File: src/rtl/fact_pkg.sv
// Shared types and defaults for the factorial compute engine.
package fact_pkg;

    localparam int DEF_DATA_W = 32;
    localparam int DEF_RES_W  = 64;
    localparam int DEF_MAX_N  = 20;
    localparam int DEF_CNT_W  = 16;

    localparam logic [63:0] ONE = 64'd1;

    typedef enum logic [2:0] {
        ST_IDLE = 3'd0,
        ST_POP  = 3'd1,
        ST_WAIT = 3'd2,
        ST_MUL  = 3'd3,
        ST_DONE = 3'd4
    } state_t;

    // Classification of a freshly popped operand, decided in WAIT.
    typedef enum logic [1:0] {
        CLS_TRIV = 2'd0,
        CLS_MUL  = 2'd1,
        CLS_OVF  = 2'd2
    } op_class_t;

endpackage

File: src/rtl/fact_core_ns.sv
// Next-state logic of the factorial engine controller.
module fact_core_ns
    import fact_pkg::*;
(
    input  logic [2:0] state,
    input  logic       fifo_empty,
    input  logic       fifo_rd_ack,
    input  logic [1:0] op_class,
    input  logic       cnt_is_two,
    input  logic       res_ready,
    output logic [2:0] next_state
);

    always_comb begin
        next_state = state;
        case (state_t'(state))
            ST_IDLE: if (!fifo_empty) next_state = ST_POP;
            ST_POP:  next_state = ST_WAIT;
            ST_WAIT: begin
                // A missing acknowledge is a read error: drop back and retry from IDLE.
                if (!fifo_rd_ack)
                    next_state = ST_IDLE;
                else if (op_class_t'(op_class) == CLS_MUL)
                    next_state = ST_MUL;
                else
                    next_state = ST_DONE;
            end
            ST_MUL:  if (cnt_is_two) next_state = ST_DONE;
            ST_DONE: if (res_ready) next_state = ST_IDLE;
            default: next_state = ST_IDLE;
        endcase
    end

endmodule

File: src/rtl/fact_core.sv
// Factorial engine: pops N from the input FIFO, computes N! one multiply per
// cycle and hands the result off on a valid/ready interface.
module fact_core
    import fact_pkg::*;
#(
    parameter int DATA_W = DEF_DATA_W,
    parameter int RES_W  = DEF_RES_W,
    parameter int MAX_N  = DEF_MAX_N,
    parameter int CNT_W  = DEF_CNT_W
) (
    input  logic              clk,
    input  logic              reset,
    input  logic              fifo_empty,
    output logic              fifo_rd_en,
    input  logic [DATA_W-1:0] fifo_dout,
    input  logic              fifo_rd_ack,
    input  logic              res_ready,
    output logic              res_valid,
    output logic [RES_W-1:0]  res_data,
    output logic              res_ovf,
    output logic              busy,
    output logic [CNT_W-1:0]  op_count
);

    logic [2:0]        state_reg, state_next;
    logic [RES_W-1:0]  acc_reg, acc_next;
    logic [DATA_W-1:0] cnt_reg, cnt_next;
    logic              ovf_reg, ovf_next;
    logic [CNT_W-1:0]  op_count_reg;
    logic [RES_W-1:0]  prod;
    logic [1:0]        op_class;
    logic              cnt_is_two;

    always_comb begin
        if (fifo_dout > DATA_W'(MAX_N))
            op_class = CLS_OVF;
        else if (fifo_dout <= DATA_W'(1))
            op_class = CLS_TRIV;
        else
            op_class = CLS_MUL;
    end

    assign cnt_is_two = (cnt_reg == DATA_W'(2));
    // Product is deliberately truncated to the result width every step.
    assign prod = acc_reg * {{(RES_W-DATA_W){1'b0}}, cnt_reg};

    fact_core_ns u_ns (
        .state       (state_reg),
        .fifo_empty  (fifo_empty),
        .fifo_rd_ack (fifo_rd_ack),
        .op_class    (op_class),
        .cnt_is_two  (cnt_is_two),
        .res_ready   (res_ready),
        .next_state  (state_next)
    );

    always_ff @(posedge clk) begin
        if (reset)
            state_reg <= ST_IDLE;
        else
            state_reg <= state_next;
    end

    always_comb begin
        acc_next = acc_reg;
        cnt_next = cnt_reg;
        ovf_next = ovf_reg;
        case (state_t'(state_reg))
            ST_IDLE: begin
                if (state_next == ST_POP) begin
                    acc_next = '0;
                    ovf_next = 1'b0;
                end
            end
            ST_WAIT: begin
                if (fifo_rd_ack) begin
                    case (op_class_t'(op_class))
                        CLS_OVF: begin
                            acc_next = '0;
                            ovf_next = 1'b1;
                        end
                        CLS_TRIV: acc_next = RES_W'(ONE);
                        default: begin
                            acc_next = RES_W'(ONE);
                            cnt_next = fifo_dout;
                        end
                    endcase
                end
            end
            ST_MUL: begin
                acc_next = prod;
                cnt_next = cnt_reg - DATA_W'(1);
            end
            default: ;
        endcase
    end

    always_ff @(posedge clk) begin
        if (reset) begin
            acc_reg      <= '0;
            cnt_reg      <= '0;
            ovf_reg      <= 1'b0;
            op_count_reg <= '0;
        end else begin
            acc_reg <= acc_next;
            cnt_reg <= cnt_next;
            ovf_reg <= ovf_next;
            if (state_reg == ST_DONE && res_ready)
                op_count_reg <= op_count_reg + CNT_W'(1);
        end
    end

    always_comb begin
        fifo_rd_en = (state_reg == ST_POP);
        res_valid  = (state_reg == ST_DONE);
        busy       = (state_reg != ST_IDLE);
        res_data   = acc_reg;
        res_ovf    = ovf_reg;
        op_count   = op_count_reg;
    end

endmodule

File: config.mk
export PLATFORM = sky130hd
export DESIGN_NAME = fact_core
export DESIGN_NICKNAME = d
export VERILOG_FILES = /design/src/rtl/fact_pkg.sv /design/src/rtl/fact_core_ns.sv /design/src/rtl/fact_core.sv
export SDC_FILE = /design/constraint.sdc
export NUM_CORES = 2
export LEC_CHECK = 0
export CORE_MARGIN = 5
export CORE_UTILIZATION = 40
export DETAILED_ROUTE_END_ITERATION = 8
export SLEW_MARGIN = 25
export SYNTH_ARGS = -nofsm -noshare
export SYNTH_HDL_FRONTEND = slang
export SYNTH_SLANG_ARGS = --single-unit
File: constraint.sdc
create_clock -name clk -period 7.3 [get_ports clk]
set_input_delay 1.095 -clock clk [delete_from_list [all_inputs] [get_ports clk]]
set_output_delay 1.095 -clock clk [all_outputs]
set_load 0.03 [all_outputs]
## Word-level counts from Yosys, hierarchy flattened

Index checks and enable logic that the tools add are counted.

- Mux-type cells: 19
- Equality and inequality tests: 12
- Divide/modulo/power cells: 0
- $lt $le $gt $ge: 2
- Shift operators: 0
- Bitwise logic cells: 0
- Multiply operators: 1
- Reduce and logical (&&, ||, !) cells: 11
- $add $sub $neg: 2

Operators with widths:

| cell | number |
|---|---|
| $pmux W64 S3 | 1 |
| $mux W64 | 2 |
| $mul A64 B32 Y64 | 1 |
| $mux W32 | 2 |
| $pmux W32 S2 | 1 |
| $eq A32 B2 Y1 const B | 1 |
| $gt A32 B5 Y1 const B | 1 |
| $le A32 B1 Y1 const B | 1 |
| $sub A32 B1 Y32 const B | 1 |
| $add A16 B1 Y16 const B | 1 |
| $mux W3 | 5 |
| $pmux W3 S5 | 1 |
| $ne A2 B2 Y1 const B | 4 |
| $eq A3 B1 Y1 const B | 2 |
| $eq A3 B2 Y1 const B | 2 |
| $reduce_and A3 Y1 | 2 |
| $reduce_bool A3 Y1 | 2 |
| $mux W1 | 5 |
| $reduce_and A4 Y1 | 1 |
| $reduce_bool A2 Y1 | 2 |
| $eq A3 B3 Y1 const B | 1 |
| $logic_not A3 Y1 | 1 |
| $eq A2 B1 Y1 const B | 1 |
| $eq A2 B2 Y1 const B | 1 |
| other kinds (5) | 5 |

- Bits in latches: 0
- Bits in registers: 116
- Output and inout port bits: 84
- Bits of input ports: 37
- ROM bits: 0
- RAM bits: 0
- Logic and storage cells: 52
- Memories: 0

## Longest topological paths before layout

- Depth after elaboration: 10
- Gate-level depth with buffers: 28
- Mapped depth without buffers: 25

## By module

A second synthesis with hierarchy kept.

- Cell total of the unflattened synthesis: 5730
- Area, all modules: 50674.9 um^2

By module, submodules not included:

| module | cells each | area an instance (um^2) | times used | sequential area each (um^2) |
|---|---|---|---|---|
| fact_core | 5715 | 50589.8 | 1 | 2322.2 |
| fact_core_ns | 15 | 85.1 | 1 | 0.0 |

## Worst setup path before layout

OpenSTA, ideal clock, no wires.

- Path type: reg-to-reg
- From: register acc_reg[35] (netlist: res_data[35])
- To: register acc_reg[60] (netlist: res_data[60])
- Data required time: 7.237 ns
- Arrival time: 7.802 ns
- Setup slack: -0.565 ns
- Clock period less this slack: 7.865 ns
- Library setup time: 0.063 ns
- Cell stages (with the launch flop): 26
- Path buffers: 2
- Cells stage by stage: dfxtp_1 clkbuf_1 clkbuf_1 nand2_1 fa_1 inv_1 fa_1 inv_1 fa_1 fa_1 inv_1 fa_1 fa_1 fa_1 fa_1 ha_1 a21o_1 a21oi_1 o211ai_1 or3b_1 or4b_1 a21oi_2 or3_4 o21ai_2 or4b_1 nand3_1

- Longest elaborated chain between the ends: 2

Ends and longest elaborated chain:

| element | RTL line | RTL |
|---|---|---|
| from (decl) | fact_core.sv:26 | `logic [RES_W-1:0] acc_reg, acc_next;` |
| from (signal assigned) | fact_core.sv:105 | `acc_reg <= acc_next;` |
| $mul A64 B32 Y64 | fact_core.sv:45 | `assign prod = acc_reg * {{(RES_W-DATA_W){1'b0}}, cnt_reg};` |
| $pmux W64 S3 | fact_core.sv:68 | `case (state_t'(state_reg))` |

No other way between the ends.
A chain may end at the register's enable or synchronous reset.

## Worst setup path in the final report

- From: register acc_reg[12] (netlist: res_data[12])
- To: register acc_reg[60] (netlist: res_data[60])

The elaborated chain is that of the path after synthesis.

==> impl_metrics.py <==
metrics = {
    "sta": {
        "slew_violations": 0,
        "hold_viol_final": 0,
        "grt_setup_unrepaired": "true",
        "fin_crit_ns": 7.94,
        "max_freq_mhz": 126,
        "tightest_slew_ns": 0.908,
        "fin_crit_sh": 1.09,
        "setup_ws_ns": -0.641,
        "skew_ns": 0.0189,
        "setup_viol": 28,
        "relSlewSlack": 0.393,
    },
    "cells_and_area": {
        "nNetsFinal": 7688,
        "syn_to_final_growth_pct": 20.4,
        "drive_gt1_frac": 0.161,
        "ff_latch_area_um2": 2510,
        "largest_reg_flops": 64,
        "num-fill-cells": 11800,
        "multi_input_area_um2": 43000,
    },
    "status": {
        "violations": "setup timing",
        "status": "complete, but fails checks",
    },
    "floorplan": {
        "die_y_um": 365,
        "ios": 121,
        "core_area_um2": 126000,
        "start_util": 0.402,
        "die_area_um2": 133000,
        "die_x_um": 365,
        "rows": 130,
    },
    "routing": {
        "wl_mm": 168,
        "drt-pass1-iter-count": 6,
        "drtIter0Drc": 3035,
        "detail-route-antenna-nets": 0,
        "dr_total_vias": 40100,
        "via_per_inst": 5.15,
        "wl_per_cell_um": 21.6,
        "drc": 0,
    },
    "placed_design": {
        "numPortBuffers": 120,
        "dp_hpwl_mm": 133,
        "gp_congestion": 0.957,
        "post-place-ws_ns": -0.768,
    },
    "clock_network": {
        "cts_buffers": 17,
        "ctsLongestPathBuffers": 2,
        "cts_hold_buffers": 0,
        "clk_latency_ns": 0.50,
        "htree_levels": 4,
        "cts_tree": "built",
        "root_buffer": "clkbuf_16",
        "clkTransAtPathRegs_ns": 0.07,
        "cts_sinks": 116,
    },
    "synthesis": {
        "yosys.area.top_type_share": 0.542,
        "yosys.area.top_type": "fa_1",
        "postSynthCellCount": 5717,
        "ys_top_cells_by_area": "fa_1, inv_1, nand2_1",
        "yosysWarnings": 0,
        "synth_edf_count": 0,
        "ys_ff_latch": 116,
        "dominantRegCellSynth": "dfxtp_1",
        "synthArstFlopShare": 0,
        "syn_avg_cell_area_um2": 8.83,
        "ys_seq_area_frac": 0.0460,
        "syn_nets": 7280,
        "syn_area_um2": 50500,
        "synth_cell_types": 68,
    },
    "global_route": {
        "grt_pass1_wl_mm": 261,
        "grt_overflow": 0,
        "grt_max_degree": 73,
        "grt_pass1_vias": 43500,
        "antenna_found_initial": 7,
        "gr-usage-all-layers": 0.258,
    },
    "setup_path": {
        "critPathCaptureType": "flip-flop",
        "r2r_slack_ns": -0.64,
        "required_ns": 7.72,
        "crit_fanout": 7,
        "critPathArrivalTime_ns": 8.36,
        "path_class": "flip-flop to flip-flop",
        "startpoint_type": "flip-flop",
    },
    "power": {
        "switching_power_mw": 0.558,
        "seq_power_share": 0.347,
        "p_sw_frac": 0.306,
        "power_frac_comb": 0.128,
        "p_int_mw": 1.26,
        "peakVddDrop_mv": 0.175,
        "finalPower_mw": 1.82,
        "leakagePower_nw": 30.3,
        "power_density_nw_per_um2": 30.0,
        "clock_power_share": 0.525,
    },
    "flow_run": {
        "maxCapViolCount": 0,
    },
    "hold_path": {
        "min_path_type": "flip-flop to flip-flop",
    },
}
[repair_timing]
item | CTS | global route
resized for setup | 217 | 189
pin swaps | 110 | 155
setup buffers | 63 | 55
endpoints found under the setup margin | 29 | 37
gates cloned | 5 | 8
[power groups by stage]
stage	sequential, mW	combinational [mW]	clock, mW
6_report	0.631	0.233	0.957
3_3_place_gp	0.656	0.210	0
3_5_place_dp	0.656	0.211	0
5_1_grt	0.632	0.242	0.993
4_1_cts	0.636	0.221	0.972
2_1_floorplan	0.651	0.0994	0
[logic make-up (layout without fill, tap and decap cells)]
kind of cell             count (synthesis)  count (layout)  synth area share
buffers and inverters                 1683            2104             0.125
adder cells (fa/ha/maj)               1526            1526             0.581
multiplexers                             4               4          0.000842
other                                    0               1                 0
AO/OA/AOI/OAI                          328             328            0.0421
XOR/XNOR                               135             135            0.0234
flip-flops                             116             116            0.0460
AND/OR/NAND/NOR                       1925            1925             0.181
[Yosys cell counts, types with 9 or more instances]
master and instances:
inv_1 1300, o21a_1 10, dfxtp_1 116, clkbuf_1 358, nand4_1 26, nor2b_1 9, a311oi_1 9, ha_1 158
a21oi_1 89, a22oi_1 32, or4_1 10, o21bai_1 12, nand2_1 1051, nor2_1 111, and2_1 602, nand3_1 22
nand2b_1 10, xnor2_1 89, o21ai_0 63, nor4_1 14, buf_1 22, nor3_1 20, or3_1 11, and3_1 17
fa_1 1368, a31oi_1 11, a211oi_1 11, a21o_1 39, xor2_1 46
[cell type report]
| type | instances | share of cell area |
|---|---|---|
| Inverter | 1300 | 0.0803 |
| Clock inverter | 11 | 0.00224 |
| Sequential cell | 116 | 0.0412 |
| Clock buffer | 21 | 0.00811 |
| Antenna cell | 1 | 0.0000412 |
| Multi-Input combinational cell | 3918 | 0.708 |
| Tap cell | 1650 | 0.0340 |
| Timing Repair Buffer | 772 | 0.126 |
[path summary, 6_finish.rpt]
path / cells after the start / to / from
worst max-delay path: 22 / res_data[60]$_SDFFE_PP0P_ / res_data[12]$_SDFFE_PP0P_
worst min-delay path: 2 / op_count[15]$_SDFFE_PP0P_ / op_count[15]$_SDFFE_PP0P_
worst max register to register: 22 / res_data[60]$_SDFFE_PP0P_ / res_data[12]$_SDFFE_PP0P_
worst min register to register: 2 / op_count[15]$_SDFFE_PP0P_ / op_count[15]$_SDFFE_PP0P_
[stage by stage]
stage | utilization | hold WS, ns | cell area (um^2) | TNS (ns) | cells
floorplan | - | 0.506 | 51100 | -0.0890 | 5717
global placement | 0.457 | 0.465 | 57400 | -9.07 | 7639
detailed placement | 0.457 | 0.473 | 57400 | -9.02 | 7639
CTS | 0.475 | 0.483 | 59600 | -5.55 | 7737
global route | 0.484 | 0.538 | 60800 | -12.58 | 7788
finish | 0.484 | 0.525 | 60800 | -7.40 | 7789
[metal layers]
layer / global-route usage / wire length (um)
met2: 0.425 / 78900
met4: 0.0822 / 7230
met3: 0.0362 / 13200
met5: 0 / 41
met1: 0.354 / 68600
[critical path, stage by stage, from the launching register on]
cell and delay [ns]:
dfxtp_4 0.37, buf_12 0.16, buf_12 0.16, and2_1 0.18, fa_1 0.55, fa_1 0.45
fa_1 0.52, fa_1 0.59, fa_2 0.47, fa_1 0.56, fa_1 0.44, fa_1 0.57
ha_4 0.24, a21o_1 0.19, o21ai_1 0.12, o211ai_1 0.18, or3b_1 0.41, or4b_4 0.58
a21oi_4 0.23, or3_4 0.19, o21ai_2 0.06, or4b_1 0.52, nand3_1 0.10
[placed cells by master, fill, tap and decap left out, types with 8 or more instances in the layout]
cell type           n
o21ai_0            30
buf_8               8
buf_12             89
a21oi_2            14
a21oi_1            74
nor3_1             17
dfxtp_4            41
nand2b_1            8
and2_1            577
nor4_1             14
nand3_1            18
and2_4             26
nor2_1            108
nand2_1          1046
dfxtp_1            51
or3_1              11
nand4_1            26
and3_1             16
a22oi_1            32
o21a_1              9
a311oi_1            8
xor2_1             42
o21ai_2             8
xnor2_2            10
buf_4             478
inv_2              14
clkdlybuf4s50_1   119
fa_1             1302
ha_1              137
buf_6              65
o21ai_1            26
ha_4               19
inv_1            1286
xnor2_1            78
dfxtp_2            24
a21o_1             39
o21bai_1           10
clkbuf_16          25
fa_2               66
No activity file was read; power rests on OpenSTA's default activity.
